### src/rtl/result_drain_if.sv
// result_drain_if
//   Groups the result BRAM read port and the AXI4-Stream output of the result
//   drain into one bundle.
//   master : the drain (issues BRAM reads, drives the stream)
//   slave  : the environment (BRAM returning data, stream sink providing ready)
// Signals
//   bram_r_rd_en    BRAM read enable
//   bram_r_rd_addr  BRAM read address
//   bram_r_dout     BRAM read data, valid RD_LATENCY cycles after rd_en
//   m_axis_tdata    stream word, lane 0 in the LSBs
//   m_axis_tvalid   beat valid
//   m_axis_tready   sink ready
//   m_axis_tlast    final beat of a drain
interface result_drain_if #(
    parameter int PE_COUNT   = 4,
    parameter int DATA_WIDTH = 32,
    parameter int ADDR_WIDTH = 10
);
    localparam int WORD_W = PE_COUNT * DATA_WIDTH;

    logic                  bram_r_rd_en;
    logic [ADDR_WIDTH-1:0] bram_r_rd_addr;
    logic [WORD_W-1:0]     bram_r_dout;
    logic [WORD_W-1:0]     m_axis_tdata;
    logic                  m_axis_tvalid;
    logic                  m_axis_tready;
    logic                  m_axis_tlast;

    modport master (
        output bram_r_rd_en,
        output bram_r_rd_addr,
        input  bram_r_dout,
        output m_axis_tdata,
        output m_axis_tvalid,
        input  m_axis_tready,
        output m_axis_tlast
    );

    modport slave (
        input  bram_r_rd_en,
        input  bram_r_rd_addr,
        output bram_r_dout,
        input  m_axis_tdata,
        input  m_axis_tvalid,
        output m_axis_tready,
        input  m_axis_tlast
    );
endinterface

### src/rtl/result_drain.sv
// result_drain
//   Drains LENGTH consecutive PE_COUNT-wide result words from the result BRAM
//   and streams them out as an AXI4-Stream master, one word per beat. Reads
//   go through a fixed-latency BRAM pipeline into a small output FIFO; reads
//   are only issued while the FIFO has room for everything already in flight,
//   so returning data can always be accepted.
// Ports
//   clk, rst       clock, asynchronous active-high reset
//   start          1-cycle pulse, begins a drain (ignored unless idle)
//   base_addr      first BRAM address, sampled on an accepted start
//   length         number of words (0..2^ADDR_WIDTH), sampled on an accepted start
//   busy           high from the cycle after an accepted start until done
//   done           1-cycle pulse once the last beat has been handshaken
//   stall_cycles   cycles with tvalid & !tready since the last accepted start
//   bus            result_drain_if master: BRAM read port + AXIS output
// Build option
//   RESULT_DRAIN_STALL_CNT_EN : builds the saturating stall counter; without
//   it stall_cycles is tied to zero.
module result_drain #(
    parameter int PE_COUNT   = 4,
    parameter int DATA_WIDTH = 32,
    parameter int ADDR_WIDTH = 10,
    parameter int RD_LATENCY = 2,
    parameter int FIFO_DEPTH = 4
) (
    input  logic                  clk,
    input  logic                  rst,
    input  logic                  start,
    input  logic [ADDR_WIDTH-1:0] base_addr,
    input  logic [ADDR_WIDTH:0]   length,
    output logic                  busy,
    output logic                  done,
    output logic [31:0]           stall_cycles,
    result_drain_if.master        bus
);
    localparam int WORD_W = PE_COUNT * DATA_WIDTH;
    localparam int PTR_W  = $clog2(FIFO_DEPTH);
    localparam logic [ADDR_WIDTH:0] CNT_ONE = 1;
    localparam logic [PTR_W:0]      PTR_ONE = 1;

    typedef enum logic [1:0] {S_IDLE, S_RUN, S_FINISH} state_t;

    state_t                state_q, state_d;
    logic [ADDR_WIDTH-1:0] base_q;
    logic [ADDR_WIDTH:0]   len_q, issued_q, popped_q;
    logic [RD_LATENCY-1:0] vld_q, vld_d;
    logic [WORD_W-1:0]     fifo_mem [FIFO_DEPTH];
    logic [PTR_W:0]        wr_ptr_q, rd_ptr_q, fifo_count;
    logic [31:0]           inflight;
    logic                  start_acc, credit_ok, rd_en, push, pop, tvalid, last_beat;

    always_comb begin
        start_acc  = (state_q == S_IDLE) && start;
        fifo_count = wr_ptr_q - rd_ptr_q;
        inflight   = '0;
        for (int i = 0; i < RD_LATENCY; i++) begin
            inflight = inflight + 32'(vld_q[i]);
        end
        // Reserve a FIFO slot for every read still in the BRAM pipe, so a
        // returning word always has somewhere to go.
        credit_ok = (32'(fifo_count) + inflight) < 32'(FIFO_DEPTH);
        rd_en     = (state_q == S_RUN) && (issued_q < len_q) && credit_ok;
        push      = vld_q[RD_LATENCY-1];
        tvalid    = (fifo_count != '0);
        pop       = tvalid && bus.m_axis_tready;
        // FIFO is in order, so the head is always beat number popped_q.
        last_beat = (popped_q == (len_q - CNT_ONE));
    end

    // Read-valid shift pipe: bit k set means a read issued k+1 cycles ago.
    always_comb begin
        vld_d    = '0;
        vld_d[0] = rd_en;
        for (int i = 1; i < RD_LATENCY; i++) begin
            vld_d[i] = vld_q[i-1];
        end
    end

    assign bus.bram_r_rd_en   = rd_en;
    assign bus.bram_r_rd_addr = base_q + issued_q[ADDR_WIDTH-1:0];
    assign bus.m_axis_tvalid  = tvalid;
    assign bus.m_axis_tdata   = fifo_mem[rd_ptr_q[PTR_W-1:0]];
    assign bus.m_axis_tlast   = tvalid && last_beat;

    // FSM: state register
    always_ff @(posedge clk or posedge rst) begin
        if (rst) begin
            state_q <= S_IDLE;
        end else begin
            state_q <= state_d;
        end
    end

    // FSM: next state
    always_comb begin
        state_d = state_q;
        case (state_q)
            S_IDLE:   if (start) state_d = (length != '0) ? S_RUN : S_FINISH;
            S_RUN:    if (pop && last_beat) state_d = S_FINISH;
            S_FINISH: state_d = S_IDLE;
            default:  state_d = S_IDLE;
        endcase
    end

    // FSM: outputs
    always_comb begin
        busy = (state_q != S_IDLE);
        done = (state_q == S_FINISH);
    end

    // Drain bookkeeping, read pipe and FIFO pointers
    always_ff @(posedge clk or posedge rst) begin
        if (rst) begin
            base_q   <= '0;
            len_q    <= '0;
            issued_q <= '0;
            popped_q <= '0;
            vld_q    <= '0;
            wr_ptr_q <= '0;
            rd_ptr_q <= '0;
        end else begin
            vld_q <= vld_d;
            if (start_acc) begin
                base_q   <= base_addr;
                len_q    <= length;
                issued_q <= '0;
                popped_q <= '0;
            end else begin
                if (rd_en) issued_q <= issued_q + CNT_ONE;
                if (pop)   popped_q <= popped_q + CNT_ONE;
            end
            if (push) wr_ptr_q <= wr_ptr_q + PTR_ONE;
            if (pop)  rd_ptr_q <= rd_ptr_q + PTR_ONE;
        end
    end

    // FIFO storage (data only, no reset)
    always_ff @(posedge clk) begin
        if (push) fifo_mem[wr_ptr_q[PTR_W-1:0]] <= bus.bram_r_dout;
    end

`ifdef RESULT_DRAIN_STALL_CNT_EN
    logic [31:0] stall_q;

    always_ff @(posedge clk or posedge rst) begin
        if (rst) begin
            stall_q <= '0;
        end else if (start_acc) begin
            stall_q <= '0;
        end else if (tvalid && !bus.m_axis_tready && (stall_q != '1)) begin
            stall_q <= stall_q + 32'd1;
        end
    end

    assign stall_cycles = stall_q;
`else
    assign stall_cycles = '0;
`endif
endmodule

### src/flat_wrapper.sv
// flat-port wrapper written by rule: the top's interface ports become plain ports
module result_drain_flat 
#(
    parameter int PE_COUNT   = 4,
    parameter int DATA_WIDTH = 32,
    parameter int ADDR_WIDTH = 10,
    parameter int RD_LATENCY = 2,
    parameter int FIFO_DEPTH = 4
)
  (clk, rst, start, base_addr, length, busy, done, stall_cycles, bus_bram_r_rd_en, bus_bram_r_rd_addr, bus_bram_r_dout, bus_m_axis_tdata, bus_m_axis_tvalid, bus_m_axis_tready, bus_m_axis_tlast);
  result_drain_if #(.PE_COUNT(PE_COUNT), .DATA_WIDTH(DATA_WIDTH), .ADDR_WIDTH(ADDR_WIDTH)) bus_i ();
  input  logic clk;
  input  logic rst;
  input  logic start;
  input  logic [ADDR_WIDTH-1:0] base_addr;
  input  logic [ADDR_WIDTH:0] length;
  output logic busy;
  output logic done;
  output logic [31:0] stall_cycles;
  output wire logic [$bits(bus_i.bram_r_rd_en)-1:0] bus_bram_r_rd_en;
  output wire logic [$bits(bus_i.bram_r_rd_addr)-1:0] bus_bram_r_rd_addr;
  input wire logic [$bits(bus_i.bram_r_dout)-1:0] bus_bram_r_dout;
  output wire logic [$bits(bus_i.m_axis_tdata)-1:0] bus_m_axis_tdata;
  output wire logic [$bits(bus_i.m_axis_tvalid)-1:0] bus_m_axis_tvalid;
  input wire logic [$bits(bus_i.m_axis_tready)-1:0] bus_m_axis_tready;
  output wire logic [$bits(bus_i.m_axis_tlast)-1:0] bus_m_axis_tlast;
  assign bus_bram_r_rd_en = bus_i.bram_r_rd_en;
  assign bus_bram_r_rd_addr = bus_i.bram_r_rd_addr;
  assign bus_i.bram_r_dout = bus_bram_r_dout;
  assign bus_m_axis_tdata = bus_i.m_axis_tdata;
  assign bus_m_axis_tvalid = bus_i.m_axis_tvalid;
  assign bus_i.m_axis_tready = bus_m_axis_tready;
  assign bus_m_axis_tlast = bus_i.m_axis_tlast;
  result_drain #(.PE_COUNT(PE_COUNT), .DATA_WIDTH(DATA_WIDTH), .ADDR_WIDTH(ADDR_WIDTH), .RD_LATENCY(RD_LATENCY), .FIFO_DEPTH(FIFO_DEPTH)) u_core (.clk(clk), .rst(rst), .start(start), .base_addr(base_addr), .length(length), .busy(busy), .done(done), .stall_cycles(stall_cycles), .bus(bus_i));
endmodule
### config.mk
export PLATFORM = sky130hd
export DESIGN_NAME = result_drain_flat
export DESIGN_NICKNAME = d
export VERILOG_FILES = /design/src/rtl/result_drain_if.sv /design/src/rtl/result_drain.sv /design/src/flat_wrapper.sv
export SDC_FILE = /design/constraint.sdc
export NUM_CORES = 1
export LEC_CHECK = 0
export BUFFER_PORTS_ARGS = -buffer_cell sky130_fd_sc_hd__buf_2
export CORE_MARGIN = 2
export CORE_UTILIZATION = 55
export CTS_CLUSTER_SIZE = 16
export DETAILED_ROUTE_END_ITERATION = 12
export GPL_TIMING_DRIVEN = 0
export HOLD_SLACK_MARGIN = 0.05
export PLACE_DENSITY = 0.83
export SYNTH_ARGS = -nofsm -noshare
export SYNTH_HDL_FRONTEND = slang
export SYNTH_SLANG_ARGS = --single-unit
### constraint.sdc
create_clock -name clk -period 7.2 [get_ports clk]
set_clock_uncertainty 0.2 [all_clocks]
set_input_delay 0.36 -clock clk [delete_from_list [all_inputs] [get_ports clk]]
set_output_delay 0.36 -clock clk [all_outputs]
set_load 0.05 [all_outputs]
**Yosys cells after proc, flatten, opt, wreduce, memory -nomap -nowiden**

Memories as Yosys holds them, arrays and structs flattened.
Cells that the tools add are included.

- Register bits: 53
- Memories kept: 1
- Bits of input ports: 153
- Word-level logic and storage cells: 48
- Output and inout port bits: 175
- Bits in writable memories: 512

Memory list:

| memory | words | bits a word | rd ports | clocked after memory_dff | write ports | line | RTL |
|---|---|---|---|---|---|---|---|
| u_core.fifo_mem | 4 | 128 | 1 | 0 | 1 | result_drain.sv:47 | `logic [WORD_W-1:0] fifo_mem [FIFO_DEPTH];` |

- Eq/ne operators: 5
- Reductions and logical operators: 13
- Multiplexer cells: 10
- $lt $le $gt $ge: 2
- Add/sub/neg operators: 9

Operators with widths:

| cell | count |
|---|---|
| 11-bit 2-to-1 mux | 4 |
| 3-bit by 32-bit adder with 32-bit output | 1 |
| 32-bit by 3-bit less-than comparator with 1-bit output (second input constant) | 1 |
| 11-bit by 1-bit adder with 11-bit output (second input constant) | 2 |
| 11-bit equality test | 1 |
| 11-bit less-than comparator | 1 |
| 11-bit nonzero test | 1 |
| 11-bit by 1-bit subtractor with 11-bit output (second input constant) | 1 |
| 10-bit adder | 1 |
| 3-bit by 1-bit adder with 3-bit output (second input constant) | 2 |
| 1-bit logical AND | 6 |
| 2-bit 2-to-1 mux | 3 |
| 2-bit nonzero test | 3 |
| 2-bit inequality test (second input constant) | 2 |
| 2-bit one-hot mux with 2 select lines | 1 |
| 3-bit nonzero test | 1 |
| 3-bit subtractor | 1 |
| 1-bit by 1-bit adder with 2-bit output | 1 |
| 2-bit by 1-bit equality test with 1-bit output (second input constant) | 1 |
| 2-bit equality test (second input constant) | 1 |
| 2-bit zero test | 1 |
| 1-bit 2-to-1 mux | 2 |
| 2-bit AND reduction | 1 |

**Logic depth before layout (Yosys ltp)**

- Word-level depth: 6
- Depth in mapped cells: 12
- Depth with buffers taken out: 11

**Worst setup path after synthesis**

Ideal clock, no wire load.

- Kind: reg-to-reg
- Start point: register u_core.wr_ptr_q[0]
- End point: memory u_core.fifo_mem[0][0] in the netlist's numbering (enable)
- Buffers on the path: 0
- Cell stages (with the launch flop): 4
- Path slack: 2,917 ps
- Arrival time: 3,581 ps
- Path through: dfrtp_1 -> inv_1 -> ha_1 -> and2_1

RTL lines:

| item | line | RTL |
|---|---|---|
| start: declaration | result_drain.sv:48 | `logic [PTR_W:0] wr_ptr_q, rd_ptr_q, fifo_count;` |
| start signal: assignment | result_drain.sv:132 | `if (push) wr_ptr_q <= wr_ptr_q + PTR_ONE;` |
| end: declaration | result_drain.sv:47 |  |

Straight into the memory's write port.

**Worst setup path after layout**

- Start point: register u_core.rd_ptr_q[1]
- End point: output bus_bram_r_rd_en

- Word-level cells in the longest chain between the ends: 4

Ends and longest elaborated chain:

| item | line | RTL |
|---|---|---|
| start: declaration | result_drain.sv:48 |  |
| start signal: assignment | result_drain.sv:133 | `if (pop) rd_ptr_q <= rd_ptr_q + PTR_ONE;` |
| 3-bit subtractor | result_drain.sv:54 | `fifo_count = wr_ptr_q - rd_ptr_q;` |
| 3-bit by 32-bit adder with 32-bit output | result_drain.sv:61 | `credit_ok = (32'(fifo_count) + inflight) < 32'(FIFO_DEPTH);` |
| 32-bit by 3-bit less-than comparator with 1-bit output | result_drain.sv:61 |  |
| 1-bit logical AND | result_drain.sv:62 | `rd_en = (state_q == S_RUN) && (issued_q < len_q) && credit_ok;` |
| end: declaration | flat_wrapper.sv:20 | `output wire logic [$bits(bus_i.bram_r_rd_en)-1:0] bus_bram_r_rd_en;` |

No other way between the ends.

==> results.sh <==
export IMPL_status="finished clean"
export IMPL_vias_per_cell=5.63
export IMPL_ctsResizeCount=0
export IMPL_relSlewSlack_pct=32.0
export IMPL_drc=0
export IMPL_rows=73
export IMPL_power_density_mw_per_mm2=474
export IMPL_r2r_start="u_core.rd_ptr_q[1]"
export IMPL_setup_violations=0
export IMPL_crit_family="buffers and inverters"
export IMPL_required_ns=6.64
export IMPL_crit_buf_inv=5
export IMPL_globalRouteTotalUtil_pct=25.0
export IMPL_p_leak_nw=10.2
export IMPL_ys_seq_elements=565
export IMPL_clkPwrFrac_pct=21.0
export IMPL_wire_per_inst_um=23.8
export IMPL_ys_types=59
export IMPL_grt_pass1_wl_um=77100
export IMPL_worstSetupPathType="register to primary output"
export IMPL_drt_first_pass_iters=5
export IMPL_dieArea_mm2=0.0418
export IMPL_pwr_share_comb_pct=43.5
export IMPL_cts_tree="done"
export IMPL_cts_buffers=53
export IMPL_fin_nets=1806
export IMPL_synth_edf_count=512
export IMPL_clock_sinks=565
export IMPL_worstMarginPinSlew_ns=1.02
export IMPL_synthArstFlopShare_pct=9.38
export IMPL_htree_levels=2
export IMPL_drt_iter0_drc=1030
export IMPL_start_util_pct=55.6
export IMPL_hold_violations=0
export IMPL_slew_viol_final=0
export IMPL_cp_cell_sequence="clkbuf_1 -> buf_1 -> inv_1 -> fa_1 -> ha_1 -> and3b_1 -> nor4_1 -> o2111ai_1 -> a21oi_4 -> buf_6 -> buf_2"
export IMPL_grt_max_degree=51
export IMPL_slowest_delay_ns=0.64
export IMPL_port_buffers=295
export IMPL_peakVddDrop_uv=635
export IMPL_finalSetupTns_ns=0
export IMPL_pwr_share_seq_pct=35.5
export IMPL_swShare_pct=41.9
export IMPL_syn_inst=1080
export IMPL_p_int_w=0.00766
export IMPL_area_growth_pct=26.0
export IMPL_drt_total_wl_um=52200
export IMPL_grt_overflow=0
export IMPL_clockRootBuffer="clkbuf_16"
export IMPL_period_minus_slack_ns=5.47
export IMPL_grt_pass1_vias=13000
export IMPL_clock_latency_ns=0.60
export IMPL_place_hpwl_um=30200
export IMPL_seq_area_frac_synth_pct=75.6
export IMPL_gp_congestion=0.833
export IMPL_die_h_um=204
export IMPL_p_switching_w=0.00553
export IMPL_clk_path_buf_depth=3
export IMPL_n_fill_cell=2359
export IMPL_pin_count=328
export IMPL_endpoint_kind="primary output"
export IMPL_postCtsSetupBuffers=0
export IMPL_timing_final_crit_share_pct=75.9
export IMPL_ys_dominant_reg_cell="edfxtp_1"
export IMPL_fp_dieW_um=204
export IMPL_ant_nets=0
export IMPL_dp_cells=1940
export IMPL_drive_gt1_share_pct=33.8
export IMPL_critPathLaunchType="register"
export IMPL_core_area_mm2=0.0397
export IMPL_cap_violations=0
export IMPL_path_clk_slew_ns=0.06
export IMPL_cp_max_fo=11
export IMPL_fmaxAchievable_mhz=183
export IMPL_num_vias=12300
export IMPL_hp_class="primary input to asynchronous set/reset pin"
export IMPL_setup_worst_path_start="u_core.rd_ptr_q[1]"
export IMPL_crit_arrival_ns=4.91
export IMPL_stdcell_count=2194
export IMPL_synth_avg_cell_area_um2=20.5
export IMPL_rsz0062_at_grt="false"
export IMPL_netlist_area_mm2=0.0221
export IMPL_yosysWarnings=0
export IMPL_antenna_found_initial=4
export IMPL_crit_path_top_delay_cell="clkbuf_1"
-- stage by stage --
step / power (W) / instance area (um2) / hold slack, ns / worst slack (ns) / utilization (%)
finish: 0.0132 / 27800 / 0.0960 / 1.73 / 70.0
global route: 0.0137 / 27800 / 0.116 / 1.49 / 70.0
floorplan: 0.00897 / 22200 / 0.160 / 2.92 / -
global placement: 0.0103 / 24300 / 0.172 / 0.670 / 61.3
detailed placement: 0.0103 / 24600 / 0.166 / 2.38 / 61.9
CTS: 0.0132 / 27800 / 0.0677 / 1.69 / 70.0
-- power groups by stage --
stage | clock [W] | sequential (W) | combinational (W)
after global placement | 0 | 0.00481 | 0.00546
after global routing | 0.00292 | 0.00473 | 0.00602
after detailed placement | 0 | 0.00471 | 0.00563
final | 0.00277 | 0.00469 | 0.00573
after CTS | 0.00279 | 0.00467 | 0.00575
after floorplan | 0 | 0.00470 | 0.00427
-- layout by cell type (no fill, tap or decap), types with 9 or more instances in the layout --
cell type | synthesis | routed
mux4_2 | 128 | 128
o21ai_0 | 22 | 22
nor2_1 | 32 | 32
buf_1 | 17 | 17
inv_1 | 30 | 29
edfxtp_1 | 512 | 512
clkbuf_16 | 0 | 53
conb_1 | 1 | 32
nand3_1 | 9 | 9
xor2_1 | 10 | 10
buf_2 | 3 | 298
dfrtp_1 | 53 | 53
a21oi_1 | 9 | 9
clkinv_2 | 0 | 10
dlygate4sd3_1 | 0 | 151
ha_1 | 30 | 30
clkinv_1 | 0 | 13
xnor2_1 | 26 | 26
buf_4 | 32 | 32
nand2_1 | 59 | 59
clkbuf_1 | 18 | 27
-- cell families after synthesis --
group           share of synthesized area (%)
mux                                      13.2
compound gates                           2.15
flops                                    75.6
fa+ha+maj                                1.88
xor+xnor                                 1.54
buf+inv                                  2.31
other cells                            0.0170
simple gates                             3.28
-- final timing paths --
kind	depth (start not counted)	slack, ns	endpoint
worst min-delay path	3	0.1	u_core.wr_ptr_q[1]
max in group asynchronous	4	6.16	u_core.state_q[0]
worst min register to register	0	0.19	u_core.vld_q[1]
worst max-delay path	11	1.73	bus_bram_r_rd_en
min in group clk	0	0.19	u_core.vld_q[1]
worst max register to register	12	2.55	u_core.issued_q[10]
-- cell usage after synthesis (2+ instances only) --
cell type | n | area share (%)
edfxtp_1 | 512 | 70
mux4_2 | 128 | 13
nand2_1 | 59 | 1.0
dfrtp_1 | 53 | 6.0
buf_4 | 32 | 1.1
nor2_1 | 32 | 0.54
ha_1 | 30 | 1.7
inv_1 | 30 | 0.51
xnor2_1 | 26 | 1.0
o21ai_0 | 22 | 0.50
clkbuf_1 | 18 | 0.31
buf_1 | 17 | 0.29
xor2_1 | 10 | 0.40
a21oi_1 | 9 | 0.20
nand3_1 | 9 | 0.20
nand4_1 | 8 | 0.23
nor3_1 | 8 | 0.18
and2_1 | 7 | 0.20
nor4_1 | 5 | 0.14
and3_1 | 4 | 0.11
mux2i_1 | 4 | 0.18
buf_2 | 3 | 0.068
o221ai_1 | 3 | 0.12
a2111o_1 | 2 | 0.10
a2111oi_4 | 2 | 0.25
a211oi_1 | 2 | 0.068
a21o_1 | 2 | 0.068
a31o_2 | 2 | 0.079
a31oi_1 | 2 | 0.057
fa_1 | 2 | 0.18
nand2b_1 | 2 | 0.057
nor2b_1 | 2 | 0.057
nor4b_1 | 2 | 0.079
o2111ai_1 | 2 | 0.079
o211a_1 | 2 | 0.091
or2_2 | 2 | 0.057
or2b_2 | 2 | 0.079
or3_1 | 2 | 0.057
-- worst reg2reg max path: cells and delay by family (launching register included) --
kind / cells / cell delay [ns]
adder cells (fa/ha/maj): 2 / 0.86
AND/OR/NAND/NOR: 2 / 0.41
flip-flops: 1 / 0.39
AO/OA/AOI/OAI: 4 / 1.05
buffers and inverters: 4 / 1.63
-- registers in the layout, indices dropped and copies added (netlist names) --
signal           count
u_core.fifo_mem    512
u_core.issued_q     11
u_core.len_q        11
u_core.popped_q     11
u_core.base_q       10
u_core.rd_ptr_q      3
u_core.wr_ptr_q      3
u_core.state_q       2
u_core.vld_q         2
-- area by class of cell --
class | instances | area [um2] | share of cell area [%]
multi-input combinational | 445 | 5010 | 18.0
tap | 525 | 657 | 2.36
inverter | 30 | 113 | 0.405
buffer | 71 | 398 | 1.43
sequential | 565 | 16700 | 60.0
timing repair buffer | 455 | 3230 | 11.6
antenna | 5 | 12.5 | 0.0450
clock inverter | 36 | 354 | 1.27
clock buffer | 62 | 1360 | 4.89
-- routing by layer --
layer / track usage (%) / wire length [um]
met5: 0 / 0
met4: 8.95 / 1710
met3: 4.97 / 3690
met2: 44.8 / 27800
met1: 30.3 / 19100
-- what timing repair did --
action / in CTS / in global routing
setup endpoints to repair: 0 / 0
hold buffers: 151 / 0
endpoints found under the hold margin: 590 / 0
No activity file was read; power rests on OpenSTA's default activity.
